### src/rtl/seq_div16x8_pkg.sv
// Shared arithmetic constants and FSM encoding for the 16/8 sequential divider.
// APPROX_LSBS only takes effect when APPROX_DIV_EN is defined.
package seq_div16x8_pkg;

  localparam int DIVIDEND_W  = 16;
  localparam int DIVISOR_W   = 8;
  localparam int APPROX_LSBS = 4;

  typedef logic [1:0] state_t;
  localparam state_t S_IDLE = 2'd0;
  localparam state_t S_CALC = 2'd1;
  localparam state_t S_DONE = 2'd2;

  function automatic int clog2(input int v);
    int r;
    r = 0;
    for (int i = 0; i < 31; i++)
      if ((1 << i) < v) r = i + 1;
    return r;
  endfunction

  localparam int CNT_W = clog2(DIVIDEND_W + 1);

endpackage

### src/rtl/seq_div16x8_div_step.sv
// One combinational restoring-division step.
// Macro APPROX_DIV_EN (handled in the top) does not affect this module.
module seq_div16x8_div_step
  import seq_div16x8_pkg::*;
(
  input  logic [DIVISOR_W-1:0] i_pr,
  input  logic                 i_bit,
  input  logic [DIVISOR_W-1:0] i_divisor,
  output logic [DIVISOR_W-1:0] o_pr,
  output logic                 o_qbit
);

  logic [DIVISOR_W:0]   w_sh;
  logic [DIVISOR_W-1:0] w_diff;

  // The shifted value needs one extra bit; after restoring it fits again.
  assign w_sh   = {i_pr, i_bit};
  assign o_qbit = (w_sh >= {1'b0, i_divisor});
  assign w_diff = w_sh[DIVISOR_W-1:0] - i_divisor;
  assign o_pr   = o_qbit ? w_diff : w_sh[DIVISOR_W-1:0];

endmodule

### src/rtl/seq_div16x8.sv
// Sequential restoring divider, one quotient bit per cycle.
// Macro APPROX_DIV_EN skips the low APPROX_LSBS dividend bits.
module seq_div16x8
  import seq_div16x8_pkg::*;
(
  input  logic                  clk,
  input  logic                  rst,
  input  logic                  in_valid,
  output logic                  in_ready,
  input  logic [DIVIDEND_W-1:0] dividend,
  input  logic [DIVISOR_W-1:0]  divisor,
  output logic                  out_valid,
  input  logic                  out_ready,
  output logic [DIVIDEND_W-1:0] quotient,
  output logic [DIVISOR_W-1:0]  remainder,
  output logic                  div_by_zero
);

`ifdef APPROX_DIV_EN
  localparam int SKIP = APPROX_LSBS;
`else
  localparam int SKIP = 0;
`endif
  localparam int N_IT = DIVIDEND_W - SKIP;
  localparam logic [CNT_W-1:0] LAST = CNT_W'(N_IT - 1);

  state_t                r_state;
  logic [CNT_W-1:0]      r_cnt;
  logic [DIVIDEND_W-1:0] r_dvd;
  logic [DIVIDEND_W-1:0] r_quo;
  logic [DIVISOR_W-1:0]  r_pr;
  logic [DIVISOR_W-1:0]  r_dsr;
  logic                  r_dz;

  logic [DIVISOR_W-1:0]  w_pr;
  logic                  w_qbit;
  logic [DIVIDEND_W-1:0] w_quo;

  seq_div16x8_div_step u_step (
    .i_pr      (r_pr),
    .i_bit     (r_dvd[DIVIDEND_W-1]),
    .i_divisor (r_dsr),
    .o_pr      (w_pr),
    .o_qbit    (w_qbit)
  );

  assign w_quo = {r_quo[DIVIDEND_W-2:0], w_qbit};

  always_ff @(posedge clk) begin
    if (rst) begin
      r_state <= S_IDLE;
      r_cnt   <= '0;
      r_dvd   <= '0;
      r_quo   <= '0;
      r_pr    <= '0;
      r_dsr   <= '0;
      r_dz    <= 1'b0;
    end else begin
      case (r_state)
        S_IDLE: begin
          if (in_valid) begin
            r_dsr <= divisor;
            r_cnt <= '0;
            if (divisor == '0) begin
              r_quo   <= '1;
              r_pr    <= dividend[DIVISOR_W-1:0];
              r_dz    <= 1'b1;
              r_state <= S_DONE;
            end else begin
              r_dvd   <= dividend;
              r_quo   <= '0;
              r_pr    <= '0;
              r_dz    <= 1'b0;
              r_state <= S_CALC;
            end
          end
        end
        S_CALC: begin
          r_dvd <= {r_dvd[DIVIDEND_W-2:0], 1'b0};
          r_pr  <= w_pr;
          r_cnt <= r_cnt + 1'b1;
          // Approx mode re-aligns the short quotient to full weight.
          if (r_cnt == LAST) begin
            r_quo   <= w_quo << SKIP;
            r_state <= S_DONE;
          end else begin
            r_quo <= w_quo;
          end
        end
        S_DONE: begin
          if (out_ready) r_state <= S_IDLE;
        end
        default: r_state <= S_IDLE;
      endcase
    end
  end

  assign in_ready    = (r_state == S_IDLE);
  assign out_valid   = (r_state == S_DONE);
  assign quotient    = r_quo;
  assign remainder   = r_pr;
  assign div_by_zero = r_dz;

endmodule
### config.mk
export PLATFORM = sky130hd
export DESIGN_NAME = seq_div16x8
export DESIGN_NICKNAME = d
export VERILOG_FILES = /design/src/rtl/seq_div16x8_pkg.sv /design/src/rtl/seq_div16x8_div_step.sv /design/src/rtl/seq_div16x8.sv
export SDC_FILE = /design/constraint.sdc
export NUM_CORES = 1
export LEC_CHECK = 0
export CORE_AREA = 2 2 75 77
export CTS_CLUSTER_SIZE = 30
export DETAILED_ROUTE_END_ITERATION = 10
export DIE_AREA = 0 0 77 79
export PLACE_DENSITY = 0.8
export SLEW_MARGIN = 0
export SYNTH_ARGS = -nofsm -noshare
export SYNTH_HDL_FRONTEND = slang
export SYNTH_SLANG_ARGS = --single-unit
### constraint.sdc
create_clock -name clk -period 4.8 [get_ports clk]
set_input_delay 0.96 -clock clk [delete_from_list [all_inputs] [get_ports clk]]
set_output_delay 0.96 -clock clk [all_outputs]
set_load 0.02 [all_outputs]
# == Yosys cells after proc, flatten, opt, wreduce, memory -nomap -nowiden ==
# Index checks and enable logic that the tools add are counted.
# word_totals
output_inout_bits,27
register_bits,56
wordCells,42
# op_classes
n_mux,18
n_lt_le_gt_ge,1
n_eq_ne,7
n_addsub,2
n_reduce_logical,7
# op_table
cell,n
two-way mux 16 bit,4
case mux 16 bit (2 select lines),2
two-way mux 8 bit,3
case mux 8 bit (2 select lines),1
case mux 5 bit (2 select lines),1
>= comparator 9 x 8 -> 1 bit,1
zero test 8 bit,1
two-way mux 2 bit,4
subtractor 8 bit,1
inequality test 2 bit (second input constant),3
case mux 2 bit (3 select lines),1
AND reduction 3 bit,2
adder 5 x 1 -> 5 bit (second input constant),1
equality test 5 x 4 -> 1 bit (second input constant),1
two-way mux 5 bit,1
AND reduction 2 bit,2
equality test 2 x 1 -> 1 bit (second input constant),1
equality test 2 bit (second input constant),1
zero test 2 bit,1
inequality test 2 x 1 -> 1 bit (second input constant),1
nonzero test 2 bit,1
two-way mux 1 bit,1

# == Logic depth before layout (Yosys ltp) ==
# logic_depth
word_depth,4
mapped_depth,8
ltp_nobuf,8

# == By module ==
# A second synthesis with hierarchy kept.
# hier_totals
cells_unflattened,349
hier_area_um2,2989.1
# modules_own_cells
mod,instances,cells_each,area_per_inst_um2,seq_area_each_um2
seq_div16x8,1,280,2468.6,1121.1
seq_div16x8_div_step,1,69,520.5,0.0

# == Worst setup path after synthesis ==
# OpenSTA, ideal clock, no wires.
# synth_timing
kind,input to register
start,input divisor[0]
end,"register r_pr[7], in the netlist remainder[7]"
arrival_time_ns,2.193
path_stages,6
slack_ns,2.549
setup_time_ns,0.058
cell_sequence,or4_1 nor2_2 buf_4 a21oi_1 a2111oi_2 o21a_1
# synth_between
elab_chain_cells,4
# synth_rtl
element,line_no,rtl
"start, declared",seq_div16x8.sv:11,"input logic [DIVISOR_W-1:0] divisor,"
zero test 8 bit,seq_div16x8.sv:64,if (divisor == '0) begin
two-way mux 8 bit,seq_div16x8.sv:64,
two-way mux 8 bit,seq_div16x8.sv:61,if (in_valid) begin
case mux 8 bit (2 select lines),seq_div16x8.sv:59,case (r_state)
"end signal, assigned",seq_div16x8.sv:66,r_pr <= dividend[DIVISOR_W-1:0];
"end signal, assigned",seq_div16x8.sv:80,r_pr <= w_pr;
"end, declared",seq_div16x8.sv:31,logic [DIVISOR_W-1:0] r_pr;
# Every way passes these cells. The select of a mux whose other input is x is not followed.
# A chain may end at the register's enable or synchronous reset.

# == Worst setup path in the final report ==
# layout_timing
start,input in_valid
end,"register r_pr[7], in the netlist remainder[7]"
# layout_between
elab_chain_cells,2
# layout_rtl
element,line_no,rtl
"start, declared",seq_div16x8.sv:8,"input logic in_valid,"
inequality test 2 bit (no source line),--,
AND reduction 2 bit (no source line),--,
# Every way passes these cells.

==> metrics.md <==
| Metric | Value |
|---|---|
| Clk_skew | 0.009291 ns |
| Vias post-DR | 2704 |
| Hold Crit Class | reg -> reg |
| CTS Hold Bufs | 0 |
| Boundary pin count | 55 |
| First-pass GRT wire length | 11340 um |
| Post-route DRC | 0 |
| Kind of critical path | in -> reg |
| I/O Buffers | 54 |
| Syn nets | 399 |
| Antenna-violating nets left | 0 |
| Largest net degree at the start of global routing | 66 |
| Fin Setup TNS | 0 ns |
| Slew headroom | 21.18% |
| Vias per inst | 5.778 |
| Clock Latency Late Sink | 0.32 ns |
| HPWL after DPL | 4510 um |
| Critical-path maximum fanout | 24 |
| Fmax | 0.3422 GHz |
| Layout cells sized above 1 | 6.313% |
| Post-layout nets | 434 |
| Status | complete, no violations |
| Max Cap Violations | 0 |
| Die area | 6083 um^2 |
| Fin. Hold Viols | 0 |
| Number of global-route vias before repair | 2497 |
| Total CTS buffers | 5 |
| Predominant post-synthesis flop cell | dfxtp_1 |
| Post-Synthesis Cells | 360 |
| Cell Pwr Density | 364.6 nW/um^2 |
| Number of setup violations in the final report | 0 |
| Starting Density | 53.54% |
| Multi-input logic area | 1554 um^2 |
| EDFF count, synth | 0 |
| Clock tree sinks | 56 |
| Overall Power | 1.269 mW |
| Crit end category | register |
| Synthesis-stage register bit count | 56 |
| Number of fill cells | 518 |
| Worst EP required | 5.07 ns |
| Critical Path Source Type | primary input |
| Pre-antenna DRT Iters | 4 |
| Hold Crit Depth | 2 |
| Most frequent cells in the layout | nand2_1 (64), dfxtp_1 (56), clkdlybuf4s50_1 (53), nor2_1 (29), a31oi_1 (27) |
| TritonCTS clock tree | yes |
| Netlist cell types | 47 |
| CP peak stage delay | 0.71 ns |
| Die Span X | 77 um |
| Sequential-to-total area share from yosys stat | 39.23% |
| Slew Limit Fails | 0 |
| Clock slew at reported path FFs | 0.10 ns |
| Die Height | 79 um |
| Routed len/inst | 14.50 um |
| Rows | 27 |
| WL final | 6786 um |
| Transition time at the pin with the least slew margin | 1.182 ns |
| Most common cell after layout, fill and taps aside | nand2_1 |
| 1st-iter DRT viols | 133 |
| Gr usage total | 22.34% |
| Leakage power | 1.258 nW |
| Register area | 1121 um^2 |
| Core area | 5338 um^2 |
| Inserted Diodes | 0 |
| RD Place Congestion | 0.8786 |
| Clock root buffer | clkbuf_8 |
| Final hold slack | 0.4665 ns |
| Mapped Area | 2858 um^2 |
| Clock period minus final worst setup slack | 2.923 ns |
| Max VDD drop | 0.1629 mV |
| Critical path's slowest cell | or3b_1 |
| Syn Area/Cell | 7.938 um^2 |
| Initial antenna violation count | 0 |
| Post-CTS sizing | 0 |
| Final period util | 60.89% |
| Clock buffer depth | 2 |
| Synth async-reset ratio | 0% |
| H-tree levels | 2 |
| WP data arrival | 3.19 ns |
| Yosys Warn Count | 0 |
| Worst path cell trace | clkdlybuf4s50_1 -> or3b_1 -> buf_4 -> nand2_1 -> nor2_1 -> a2111oi_2 -> o21a_1 |
| Total gr overflow | 0 |
| Unrepaired setup endpoints after global routing | false |
| Reg2Reg Depth | 6 |
| Total setup buffers inserted after CTS | 0 |
| Synth-to-layout area growth | 21.76% |
[final timing paths]
check | startpoint | end | slack, ns
max | in_valid | remainder[7] | 1.88
min | r_dsr[7] | r_dsr[7] | 0.47
max reg2reg | remainder[5] | remainder[6] | 2.54
min reg2reg | r_dsr[7] | r_dsr[7] | 0.47
[worst max-delay path: cells and delay by family]
kind | cells | cell delay [ns]
compound gates | 2 | 0.49
simple gates | 3 | 0.88
buf+inv | 2 | 0.85
[per-layer routing]
layer	up-vias	track usage (%)	part of all wire [%]
li1	1347	-	-
met1	1283	30.01	47
met2	64	37.89	47
met3	10	3.864	4.4
met4	0	5.000	1.1
met5	-	0	0
[stage by stage]
step / area (um^2) / std cells / util, % / setup WS [ns]
after floorplan: 2858 / 360 / - / 2.549
after global placement: 3383 / 460 / 63.38 / 1.638
after detailed placement: 3383 / 460 / 63.38 / 1.552
after CTS: 3480 / 468 / 65.19 / 1.877
after global routing: 3480 / 468 / 65.19 / 1.705
final: 3480 / 468 / 65.19 / 1.877
[Yosys cell counts (3+ instances only)]
cell type / count / share of area, %
ha_1: 10 / 4.4
nand4b_1: 5 / 1.5
nor3b_1: 3 / 0.79
mux2_2: 3 / 1.2
dfxtp_1: 56 / 39
nand3_1: 20 / 3.5
nand2_1: 64 / 8.4
a21o_1: 3 / 0.79
xor2_1: 4 / 1.2
or4_1: 4 / 1.1
o211ai_1: 7 / 1.8
buf_1: 3 / 0.39
nor2_1: 30 / 3.9
a31oi_1: 27 / 5.9
o21ai_0: 3 / 0.53
a311oi_1: 15 / 4.6
a21oi_1: 20 / 3.5
and3_1: 4 / 0.88
nor3_1: 4 / 0.70
clkbuf_1: 17 / 2.2
buf_2: 7 / 1.2
nand2b_1: 7 / 1.5
inv_1: 16 / 2.1
[cells by family (layout without fill, tap and decap cells)]
family,Yosys count,count (layout),share of synthesized area (%)
compound gates,85,85,20.40
xor+xnor,5,5,1.532
fa+ha+maj,11,11,5.079
buf+inv,45,81,6.611
flops,56,56,39.23
mux,3,3,1.182
simple gates,155,155,25.96
[registers in the layout, indices dropped and copies added (netlist names)]
| register | count |
|---|---|
| quotient | 16 |
| r_state | 2 |
| remainder | 8 |
| r_dsr | 8 |
| r_dvd | 16 |
| r_cnt | 5 |
| div_by_zero | 1 |
[final cells by class]
| class | count | area share, % |
|---|---|---|
| multi-input cells | 259 | 44.66 |
| flip-flops and latches | 56 | 32.22 |
| repair buffers | 57 | 16.04 |
| well taps | 72 | 2.589 |
| clock buffers | 6 | 2.373 |
| inverters | 16 | 1.726 |
| clock inverters | 2 | 0.3955 |
[power by group]
part	leakage [nW]	switching (mW)	internal [mW]	total, mW
registers	0.458	0.0335	0.501	0.534
clock network	0.0516	0.164	0.119	0.282
logic	0.748	0.257	0.196	0.453
total	1.26	0.454	0.815	1.27
Power figures use the tool's default switching activity.
